`config.mk`:
```
export PLATFORM = sky130hd
export DESIGN_NAME = square_loop_acq_ctrl_flat
export DESIGN_NICKNAME = d
export VERILOG_FILES = /design/src/rtl/square_loop_acq_ctrl_if.sv /design/src/rtl/square_loop_acq_ctrl.sv /design/src/flat_wrapper.sv
export SDC_FILE = /design/constraint.sdc
export NUM_CORES = 1
export LEC_CHECK = 0
export ABC_AREA = 1
export BUFFER_PORTS_ARGS = -buffer_cell sky130_fd_sc_hd__buf_4
export CORE_MARGIN = 3
export CORE_UTILIZATION = 50
export CTS_CLUSTER_SIZE = 30
export DETAILED_ROUTE_END_ITERATION = 7
export PLACE_DENSITY = 0.79
export SYNTH_ARGS = -nofsm -noshare
export SYNTH_HDL_FRONTEND = slang
export SYNTH_SLANG_ARGS = --single-unit
```
`constraint.sdc`:
```
create_clock -name clk -period 5.7 [get_ports clk]
set_input_delay 0.57 -clock clk [delete_from_list [all_inputs] [get_ports clk]]
set_output_delay 0.57 -clock clk [all_outputs]
set_load 0.05 [all_outputs]
```
`src/rtl/square_loop_acq_ctrl_if.sv`:
```
// square_loop_acq_ctrl_if
//   Bundles the control-side signals of the squaring-loop acquisition
//   controller. clk/rst stay plain ports on the controller itself.
//   Signals:
//     en        level, 1 = run acquisition, 0 = return to idle
//     df        signed 28-bit loop-filter output
//     df_valid  df qualifier
//     startf    32-bit NCO phase increment (registered)
//     loop_clr  1-cycle loop-filter integrator clear
//     gain_sel  0 = wide (acquire) gain, 1 = narrow (track) gain
//     locked    lock indicator
//     fail      sticky acquisition failure until en drops
//   master: the environment driving en/df; slave: the controller.
interface square_loop_acq_ctrl_if;
   logic               en;
   logic signed [27:0] df;
   logic               df_valid;
   logic [31:0]        startf;
   logic               loop_clr;
   logic               gain_sel;
   logic               locked;
   logic               fail;

   modport master (
      output en, df, df_valid,
      input  startf, loop_clr, gain_sel, locked, fail
   );

   modport slave (
      input  en, df, df_valid,
      output startf, loop_clr, gain_sel, locked, fail
   );
endinterface

```
`src/rtl/square_loop_acq_ctrl.sv`:
```
// square_loop_acq_ctrl
//   Acquisition/lock controller for the squaring carrier-recovery loop.
//   Sweeps the NCO start increment from F_MIN to F_MAX in F_STEP steps,
//   measuring the df excursion (max-min) per window of WIN_LEN valid
//   samples after SETTLE_LEN settling samples. Declares lock on a quiet
//   window, selects narrow gain, and drops lock after UNLOCK_CNT
//   consecutive noisy windows. Gives up (fail) after MAX_SWEEPS sweeps.
//   Ports:
//     clk  system clock
//     rst  synchronous reset, active high
//     bus  square_loop_acq_ctrl_if.slave (en, df, df_valid in;
//          startf, loop_clr, gain_sel, locked, fail out, all registered)
//   Build option: define SQACQ_TRACK_EN to recentre startf by the
//   locking window's (max+min)/2 on lock, with one loop_clr pulse.
module square_loop_acq_ctrl #(
   parameter logic [31:0] F_MIN      = 32'd805306368,
   parameter logic [31:0] F_MAX      = 32'd939524096,
   parameter logic [31:0] F_STEP     = 32'd8388608,
   parameter int unsigned SETTLE_LEN = 256,
   parameter int unsigned WIN_LEN    = 1024,
   parameter int unsigned LOCK_TH    = 4096,
   parameter int unsigned UNLOCK_TH  = 16384,
   parameter int unsigned UNLOCK_CNT = 4,
   parameter int unsigned MAX_SWEEPS = 3
) (
   input logic                   clk,
   input logic                   rst,
   square_loop_acq_ctrl_if.slave bus
);
   localparam int unsigned CNT_W = $clog2((WIN_LEN > SETTLE_LEN) ? WIN_LEN : SETTLE_LEN);
   localparam int unsigned SW_W  = $clog2(MAX_SWEEPS + 1);
   localparam int unsigned BAD_W = $clog2(UNLOCK_CNT + 1);

   typedef enum logic [2:0] {ST_IDLE, ST_SETTLE, ST_MEASURE, ST_LOCKED, ST_FAIL} state_t;

   state_t             state_q, state_d;
   logic [CNT_W-1:0]   cnt_q;
   logic               first_q, win_done_q;
   logic signed [27:0] min_q, max_q;
   logic [SW_W-1:0]    sweep_q, sweep_d;
   logic [BAD_W-1:0]   bad_q, bad_d;
   logic [31:0]        startf_q, startf_d;
   logic               loop_clr_q, loop_clr_d;
   logic               gain_q, gain_d;
   logic               locked_q, locked_d;
   logic               fail_q, fail_d;

   logic [28:0]        exc;
   logic [32:0]        step_sum;
   logic               lock_win, bad_win, wrap, last_sweep, lose_lock;

   always_comb begin
      exc        = {max_q[27], max_q} - {min_q[27], min_q};
      step_sum   = {1'b0, startf_q} + {1'b0, F_STEP};
      lock_win   = exc < 29'(LOCK_TH);
      bad_win    = exc >= 29'(UNLOCK_TH);
      wrap       = step_sum > {1'b0, F_MAX};
      last_sweep = sweep_q == SW_W'(MAX_SWEEPS - 1);
      lose_lock  = win_done_q && bad_win && (bad_q == BAD_W'(UNLOCK_CNT - 1));
   end

`ifdef SQACQ_TRACK_EN
   logic signed [28:0] mid_sum;
   logic signed [31:0] mid_ext;
   always_comb begin
      mid_sum = {max_q[27], max_q} + {min_q[27], min_q};
      mid_ext = 32'(mid_sum) >>> 1;
   end
`endif

   // State and datapath registers.
   always_ff @(posedge clk) begin
      if (rst) begin
         state_q    <= ST_IDLE;
         cnt_q      <= '0;
         first_q    <= 1'b1;
         win_done_q <= 1'b0;
         min_q      <= '0;
         max_q      <= '0;
         sweep_q    <= '0;
         bad_q      <= '0;
         startf_q   <= F_MIN;
         loop_clr_q <= 1'b0;
         gain_q     <= 1'b0;
         locked_q   <= 1'b0;
         fail_q     <= 1'b0;
      end else begin
         state_q    <= state_d;
         sweep_q    <= sweep_d;
         bad_q      <= bad_d;
         startf_q   <= startf_d;
         loop_clr_q <= loop_clr_d;
         gain_q     <= gain_d;
         locked_q   <= locked_d;
         fail_q     <= fail_d;
         win_done_q <= 1'b0;
         // Any state change restarts the sample count; a sample arriving in
         // a LOCKED decision cycle that stays LOCKED opens the next window.
         if (state_d != state_q) begin
            cnt_q   <= '0;
            first_q <= 1'b1;
         end else if (bus.df_valid) begin
            if (state_q == ST_SETTLE) begin
               cnt_q <= cnt_q + CNT_W'(1);
            end else if (state_q == ST_MEASURE || state_q == ST_LOCKED) begin
               if (first_q || bus.df < min_q) min_q <= bus.df;
               if (first_q || bus.df > max_q) max_q <= bus.df;
               first_q <= 1'b0;
               if (cnt_q == CNT_W'(WIN_LEN - 1)) begin
                  cnt_q      <= '0;
                  win_done_q <= 1'b1;
                  first_q    <= 1'b1;
               end else begin
                  cnt_q <= cnt_q + CNT_W'(1);
               end
            end
         end
      end
   end

   // Next-state logic.
   always_comb begin
      state_d = state_q;
      if (!bus.en) begin
         state_d = ST_IDLE;
      end else begin
         unique case (state_q)
            ST_IDLE:    state_d = ST_SETTLE;
            ST_SETTLE:  if (bus.df_valid && cnt_q == CNT_W'(SETTLE_LEN - 1)) state_d = ST_MEASURE;
            ST_MEASURE: if (win_done_q) begin
                           if (lock_win)                state_d = ST_LOCKED;
                           else if (wrap && last_sweep) state_d = ST_FAIL;
                           else                         state_d = ST_SETTLE;
                        end
            ST_LOCKED:  if (lose_lock) state_d = ST_SETTLE;
            ST_FAIL:    state_d = ST_FAIL;
            default:    state_d = ST_IDLE;
         endcase
      end
   end

   // Next values of the registered outputs and sweep/bad counters.
   always_comb begin
      startf_d   = startf_q;
      loop_clr_d = 1'b0;
      gain_d     = gain_q;
      locked_d   = locked_q;
      fail_d     = fail_q;
      sweep_d    = sweep_q;
      bad_d      = bad_q;
      if (!bus.en) begin
         gain_d   = 1'b0;
         locked_d = 1'b0;
         fail_d   = 1'b0;
      end else begin
         unique case (state_q)
            ST_IDLE: begin
               startf_d   = F_MIN;
               sweep_d    = '0;
               bad_d      = '0;
               loop_clr_d = 1'b1;
            end
            ST_MEASURE: if (win_done_q) begin
               if (lock_win) begin
                  locked_d = 1'b1;
                  gain_d   = 1'b1;
                  bad_d    = '0;
`ifdef SQACQ_TRACK_EN
                  startf_d   = startf_q + mid_ext;
                  loop_clr_d = 1'b1;
`endif
               end else if (wrap) begin
                  sweep_d = sweep_q + SW_W'(1);
                  if (last_sweep) begin
                     fail_d = 1'b1;
                  end else begin
                     startf_d   = F_MIN;
                     loop_clr_d = 1'b1;
                  end
               end else begin
                  startf_d   = step_sum[31:0];
                  loop_clr_d = 1'b1;
               end
            end
            ST_LOCKED: if (win_done_q) begin
               if (lose_lock) begin
                  locked_d   = 1'b0;
                  gain_d     = 1'b0;
                  loop_clr_d = 1'b1;
                  sweep_d    = '0;
                  bad_d      = '0;
               end else if (bad_win) begin
                  bad_d = bad_q + BAD_W'(1);
               end else begin
                  bad_d = '0;
               end
            end
            ST_FAIL: begin
               fail_d   = 1'b1;
               locked_d = 1'b0;
            end
            default: ;
         endcase
      end
   end

   assign bus.startf   = startf_q;
   assign bus.loop_clr = loop_clr_q;
   assign bus.gain_sel = gain_q;
   assign bus.locked   = locked_q;
   assign bus.fail     = fail_q;
endmodule
```
`src/flat_wrapper.sv`:
```
// flat-port wrapper written by rule: the top's interface ports become plain ports
module square_loop_acq_ctrl_flat 
#(
   parameter logic [31:0] F_MIN      = 32'd805306368,
   parameter logic [31:0] F_MAX      = 32'd939524096,
   parameter logic [31:0] F_STEP     = 32'd8388608,
   parameter int unsigned SETTLE_LEN = 256,
   parameter int unsigned WIN_LEN    = 1024,
   parameter int unsigned LOCK_TH    = 4096,
   parameter int unsigned UNLOCK_TH  = 16384,
   parameter int unsigned UNLOCK_CNT = 4,
   parameter int unsigned MAX_SWEEPS = 3
)
  (clk, rst, bus_en, bus_df, bus_df_valid, bus_startf, bus_loop_clr, bus_gain_sel, bus_locked, bus_fail);
  square_loop_acq_ctrl_if bus_i ();
  input logic clk;
  input logic rst;
  input wire logic [$bits(bus_i.en)-1:0] bus_en;
  input wire logic [$bits(bus_i.df)-1:0] bus_df;
  input wire logic [$bits(bus_i.df_valid)-1:0] bus_df_valid;
  output wire logic [$bits(bus_i.startf)-1:0] bus_startf;
  output wire logic [$bits(bus_i.loop_clr)-1:0] bus_loop_clr;
  output wire logic [$bits(bus_i.gain_sel)-1:0] bus_gain_sel;
  output wire logic [$bits(bus_i.locked)-1:0] bus_locked;
  output wire logic [$bits(bus_i.fail)-1:0] bus_fail;
  assign bus_i.en = bus_en;
  assign bus_i.df = bus_df;
  assign bus_i.df_valid = bus_df_valid;
  assign bus_startf = bus_i.startf;
  assign bus_loop_clr = bus_i.loop_clr;
  assign bus_gain_sel = bus_i.gain_sel;
  assign bus_locked = bus_i.locked;
  assign bus_fail = bus_i.fail;
  square_loop_acq_ctrl #(.F_MIN(F_MIN), .F_MAX(F_MAX), .F_STEP(F_STEP), .SETTLE_LEN(SETTLE_LEN), .WIN_LEN(WIN_LEN), .LOCK_TH(LOCK_TH), .UNLOCK_TH(UNLOCK_TH), .UNLOCK_CNT(UNLOCK_CNT), .MAX_SWEEPS(MAX_SWEEPS)) u_core (.clk(clk), .rst(rst), .bus(bus_i));
endmodule
```
==> impl_metrics.env, run 1 <==
export IMPL_status="finished clean"
export IMPL_cts_tree="yes"
export IMPL_avgViaCountPerCell=4.91
export IMPL_final_count_of_pins_violating_max_slew=0
export IMPL_worstHoldPathType="flip-flop to flip-flop"
export IMPL_grt_total_usage=0.220
export IMPL_layout_min_cycle_time_ns=4.14
export IMPL_synth_area_um2=7540
export IMPL_p_leak_nw=4.58
export IMPL_fin_tns_setup_ns=0
export IMPL_cp_end_kind="flip-flop"
export IMPL_detail_route_first_pass_iterations=5
export IMPL_critPathMaxFanout=30
export IMPL_worst_slew_pin_transition_ns=0.779
export IMPL_first_global_vias=6682
export IMPL_die_w_um=129
export IMPL_grt_antenna_before_repair=0
export IMPL_post_route_cells_drive_above_1_share=0.0576
export IMPL_layout_area_seq_um2=1780
export IMPL_dr_total_vias=7216
export IMPL_drt_iter0_markers=497
export IMPL_power_ir_vdd_worst_mv=0.231
export IMPL_ports_placed_on_the_boundary=68
export IMPL_path_clk_slew_ns=0.07
export IMPL_setup_repair_after_global_routing_missed_its_margin="false"
export IMPL_clock_latency_ns=0.35
export IMPL_cap_violations=0
export IMPL_die_y_um=129
export IMPL_count_of_flip_flops_with_a_built_in_enable_after_synthesis=0
export IMPL_totalWireLength_mm=17.5
export IMPL_critical_path_required_ns=5.98
export IMPL_diodes=0
export IMPL_area_delta_synth_final_pct=9.06
export IMPL_synthDistinctLibCells=42
export IMPL_final_period_utilization=0.727
export IMPL_final_core_util=0.562
export IMPL_drtAntennaViolNets=0
export IMPL_coreArea_um2=14600
export IMPL_grt_overflow_total=0
export IMPL_postSynthCellCount=1246
export IMPL_placementRows=44
export IMPL_setup_viol=0
export IMPL_synth_sequential_area_ratio=0.236
export IMPL_route_detailed_drc=0
export IMPL_placement_setup_worst_slack_ns=1.65
export IMPL_relSlewSlack=0.480
export IMPL_cts_resized_gates=0
export IMPL_wl_per_cell_um=11.9
export IMPL_gp_congestion=0.939
export IMPL_maximum_level_of_the_cts_h_tree=3
export IMPL_synth_warning_count=0
export IMPL_filler_cell_count=1455
export IMPL_skew_ns=0.0106
export IMPL_cts_num_sinks=89
export IMPL_dominantRegCellSynth="dfxtp_1"
export IMPL_crit_path_start_kind="flip-flop"
export IMPL_maxClockFrequency_mhz=241
export IMPL_syn_mean_instance_area_um2=6.05
export IMPL_worst_slack_ns=1.56
export IMPL_combined_area_of_the_multi_input_logic_cells_um2=4740
export IMPL_async_flop_share=0
export IMPL_hold_violations=0
export IMPL_pwr_density_cell_nw_per_um2=178
export IMPL_nets=1400
export IMPL_post_detailed_placement_half_perimeter_wirelength_mm=13.8
export IMPL_grt_start_max_net_pins=59
export IMPL_data_arrival_time_of_the_critical_path_ns=4.43
export IMPL_ctsHoldBuffers=0
export IMPL_grt_first_pass_wirelength_mm=30.2
export IMPL_place_port_buffers=44
export IMPL_clockRootBuffer="clkbuf_16"
export IMPL_tritoncts_buffers=9
export IMPL_cts_root_to_sink_buffers=2
export IMPL_postCtsSetupBuffers=0
export IMPL_yosys_register_bits=89
export IMPL_initial_utilization=0.515
export IMPL_dieArea_um2=16600
export IMPL_critical_path_class="flip-flop to flip-flop"
==> final cells by class <==
cell class,count,area share
well taps,184,0.0280
inverters,210,0.0959
clock inverters,5,0.0103
flip-flops and latches,89,0.217
multi-input cells,923,0.577
repair buffers,47,0.0429
clock buffers,11,0.0295
==> worst paths after layout <==
check / start / endpoint / slack [ns] / depth (start not counted)
setup / recovery: u_core.min_q[19] / u_core.min_q[12] / 1.56 / 25
hold / removal: u_core.bus.gain_sel / u_core.bus.gain_sel / 0.46 / 2
setup reg to reg: u_core.min_q[19] / u_core.min_q[12] / 1.56 / 25
hold reg to reg: u_core.bus.gain_sel / u_core.bus.gain_sel / 0.46 / 2
==> cell families (layout without fill, tap and decap cells) <==
kind of cell	count (synthesis)	after routing	synth area share
xor+xnor	11	11	0.0128
other cells	1	23	0.000497
flops	89	89	0.236
fa+ha+maj	88	88	0.146
compound gates	107	107	0.0825
simple gates	694	694	0.376
buf+inv	256	273	0.146
==> flip-flops by register name (all words and copies together), names as in the netlist <==
name and cells:
u_core.bus.fail 1, u_core.bad_q 3, u_core.sweep_q 2, u_core.state_q 3
u_core.min_q 28, u_core.bus.locked 1, u_core.bus.gain_sel 1, u_core.win_done_q 1
u_core.max_q 28, u_core.first_q 1, u_core.cnt_q 10, u_core.bus.loop_clr 1
u_core.bus.startf 9
==> per-stage QoR <==
stage / std cells / area, µm² / power [mW] / hold WS (ns)
2_1_floorplan: 1268 / 7620 / 0.772 / 0.428
3_3_place_gp: 1453 / 7900 / 0.810 / 0.450
3_5_place_dp: 1453 / 7900 / 0.813 / 0.445
4_1_cts: 1469 / 8220 / 1.47 / 0.458
5_1_grt: 1469 / 8220 / 1.51 / 0.467
6_report: 1469 / 8220 / 1.46 / 0.457
==> metal layers <==
metal	vias to the layer above	global-route usage	share of wire
li1	3901	-	-
met1	3133	0.285	0.47
met2	155	0.371	0.47
met3	27	0.0394	0.046
met4	0	0.0686	0.018
met5	-	0	0
==> cells in the mapped netlist (8+ instances only) <==
library cell  count  share of area
nand3_1          47          0.031
inv_1           207           0.10
ha_1             88           0.15
nand4_1          22          0.018
nand2_1         398           0.20
buf_4            24          0.024
nor3_1           13         0.0086
dfxtp_1          89           0.24
clkbuf_1          9         0.0045
a21oi_1          61          0.040
a211oi_1         12          0.012
buf_2             8         0.0053
o21ai_0          14         0.0093
nor2_1          189          0.094
==> report_power, final <==
part	switching, mW	internal [mW]
Sequential	0.00418	0.626
Clock	0.261	0.400
Combinational	0.119	0.0520
==> layout by cell type, fill, tap and decap left out, types with 2 or more instances in the layout <==
master and instances:
nor2_4 2, nor2_1 189, nor2_2 3, a21o_1 3
xor2_1 7, conb_1 23, a21oi_1 61, ha_1 88
o21bai_1 2, nand3_1 47, nand3b_1 2, a31oi_1 2
nand4_1 22, bufinv_16 2, inv_1 206, clkinv_1 3
nor3b_1 5, xnor2_1 4, o31ai_1 2, a311oi_1 2
o21a_1 2, a211oi_1 12, clkbuf_16 9, o21ai_0 14
dfxtp_1 89, nand4_2 2, o221ai_1 2, nor3_1 13
inv_6 2, buf_4 47, and2_1 6, o211ai_1 2
nand2_1 398
==> critical path, cell delays in order, from the launching register on <==
cell	delay, ns
dfxtp_1	0.31
inv_1	0.07
ha_1	0.42
nand2_1	0.15
nor2_1	0.21
nand2_1	0.12
nor2_1	0.10
nand2_1	0.07
nand4_1	0.09
nand2_1	0.07
nor2_1	0.13
nand2_1	0.12
nor2_4	0.16
nand3_2	0.12
nand2_1	0.09
nand2_1	0.05
nand2_1	0.08
nand2_1	0.07
nand2_1	0.07
nand2_2	0.06
nor2_4	0.13
nand4_2	0.61
buf_4	0.50
nand2_1	0.09
nand2_1	0.05
nor2_1	0.10
(Power assumes the default switching activity.)
==> run 2: changes to the inputs <==
- PLACE_DENSITY: 0.79 -> 0.82
- clock period: 5.7 -> 3.72 ns (I/O delays scaled with it)
==> impl_metrics.env, run 2 (same netlist as run 1, synthesis figures left out) <==
export IMPL_route_detailed_drc=0
export IMPL_drtAntennaViolNets=0
export IMPL_nets=1403
export IMPL_totalWireLength_mm=18.6
export IMPL_finalInstanceArea_um2=8330
export IMPL_post_route_cells_drive_above_1_share=0.0722
export IMPL_power_share_clock=0.422
export IMPL_dieArea_um2=16600
export IMPL_cts_resized_gates=0
export IMPL_diodes=0
export IMPL_power_ir_vdd_worst_mv=0.185
export IMPL_final_cell_mix="nand2_1, inv_1, nor2_1"
export IMPL_maximum_level_of_the_cts_h_tree=3
export IMPL_postCtsSetupBuffers=0
export IMPL_worstHoldStart="bus_df[0]"
export IMPL_gp_congestion=1.01
export IMPL_power_share_switching=0.285
export IMPL_reg2regPathDepth=24
export IMPL_post_detailed_placement_half_perimeter_wirelength_mm=13.8
export IMPL_grt_start_max_net_pins=57
export IMPL_ports_placed_on_the_boundary=68
export IMPL_cts_tree="yes"
export IMPL_largestRegisters="u_core.max_q (28), u_core.min_q (28), u_core.cnt_q (10)"
export IMPL_rrSetupSlack_ns=0.31
export IMPL_maxClockFrequency_mhz=293
export IMPL_hold_violations=0
export IMPL_final_period_utilization=0.916
export IMPL_crit_path_start_kind="flip-flop"
export IMPL_area_after_detailed_placement_um2=7930
export IMPL_drt_iter0_markers=590
export IMPL_place_port_buffers=44
export IMPL_worst_slack_ns=0.311
export IMPL_power_switching_mw=0.607
export IMPL_relSlewSlack=0.388
export IMPL_setup_viol=0
export IMPL_placementRows=44
export IMPL_coreArea_um2=14600
export IMPL_first_global_vias=6614
export IMPL_placement_setup_worst_slack_ns=0.294
export IMPL_detail_route_first_pass_iterations=5
export IMPL_critical_path_required_ns=3.97
export IMPL_worstReg2RegStart="u_core.min_q[13]"
export IMPL_critical_path_class="flip-flop to flip-flop"
export IMPL_wl_per_cell_um=12.6
export IMPL_pwr_density_cell_nw_per_um2=255
export IMPL_fin_tns_setup_ns=0
export IMPL_p_int_mw=1.52
export IMPL_leading_cell_type_in_the_layout_fill_and_taps_excluded="nand2_1"
export IMPL_worst_slew_pin_transition_ns=0.913
export IMPL_die_y_um=129
export IMPL_data_arrival_time_of_the_critical_path_ns=3.66
export IMPL_final_core_util=0.569
export IMPL_clockRootBuffer="clkbuf_16"
export IMPL_final_count_of_pins_violating_max_slew=0
export IMPL_status="finished clean"
export IMPL_grt_total_usage=0.218
export IMPL_cp_end_kind="flip-flop"
export IMPL_area_delta_synth_final_pct=10.5
export IMPL_skew_ns=0.0112
export IMPL_ctsHoldBuffers=0
export IMPL_tritoncts_buffers=9
export IMPL_grt_antenna_before_repair=0
export IMPL_avgViaCountPerCell=5.08
export IMPL_die_w_um=129
export IMPL_grt_overflow_total=0
export IMPL_p_leak_nw=4.61
export IMPL_worst_r2r_endpoint="u_core.max_q[5]"
export IMPL_layout_min_cycle_time_ns=3.41
export IMPL_path_clk_slew_ns=0.06
export IMPL_hold_path_end="u_core.max_q[0]"
export IMPL_p_comb_frac=0.125
export IMPL_worst_hold_path_num_cells=3
export IMPL_clock_latency_ns=0.36
export IMPL_seq_power_share=0.454
export IMPL_cts_num_sinks=89
export IMPL_p_total_mw=2.13
export IMPL_cts_root_to_sink_buffers=2
export IMPL_worstHoldPathType="input port to flip-flop"
export IMPL_dr_total_vias=7480
export IMPL_initial_utilization=0.515
export IMPL_grt_first_pass_wirelength_mm=29.9
export IMPL_critPathMaxFanout=28
export IMPL_cap_violations=0
==> run 2: worst max-delay path: stages, from the launching register on <==
cell and delay [ns]:
dfxtp_1 0.31, inv_1 0.06, ha_1 0.35, nand2_2 0.14
inv_1 0.05, nand2_1 0.05, nand2_1 0.09, inv_1 0.07
nand2_1 0.08, a21oi_2 0.17, xor2_1 0.25, nand3_1 0.16
nor2_2 0.19, nand3_2 0.13, nand2_1 0.09, nand2_1 0.05
nand2_1 0.09, nand2_1 0.09, nand2_1 0.08, nand2_2 0.06
nor2_4 0.15, nand4_4 0.15, clkbuf_16 0.25, nor2_1 0.11
nor2_1 0.05
==> run 2: area by class of cell <==
cell class              instances  area (µm²)
well taps                     184         230
flip-flops and latches         89        1780
clock inverters                 6        47.5
clock buffers                  10         239
repair buffers                 50         435
inverters                     210         788
multi-input cells             923        4810
fillers                      1439        6320
==> run 2: routing by layer <==
layer | vias up | global-route usage | part of all wire
li1 | 3913 | - | -
met1 | 3294 | 0.280 | 0.45
met5 | - | 0 | 0
met3 | 23 | 0.0419 | 0.070
met4 | 0 | 0.0605 | 0.016
met2 | 250 | 0.374 | 0.47
==> run 2: through the flow <==
step                      hold slack [ns]  instances
after floorplan                     0.428       1268
after global placement              0.442       1454
after detailed placement            0.453       1454
after CTS                           0.262       1470
after global routing                0.271       1472
final                               0.271       1472
==> run 2: how the worst max path moves through the flow <==
stage	startpoint	end	slack [ns]	cells after the start
4_1_cts	u_core.min_q[13]	u_core.first_q	0.28	23
3_5_place_dp	u_core.min_q[13]	u_core.first_q	0.29	23
5_1_grt	u_core.min_q[12]	u_core.max_q[9]	-0.05	25
2_1_floorplan	u_core.bus.startf[24]	u_core.min_q[10]	0.70	21
6_report	u_core.min_q[13]	u_core.max_q[5]	0.31	24
3_3_place_gp	u_core.min_q[12]	u_core.first_q	0.34	23
==> run 2: power by group through the flow <==
stage	Combinational, mW	Clock (mW)	Sequential (mW)
global route	0.291	0.956	0.965
detailed placement	0.261	0	0.987
finish	0.265	0.896	0.965
floorplan	0.180	0	1.00
CTS	0.263	0.917	0.965
global placement	0.257	0	0.987
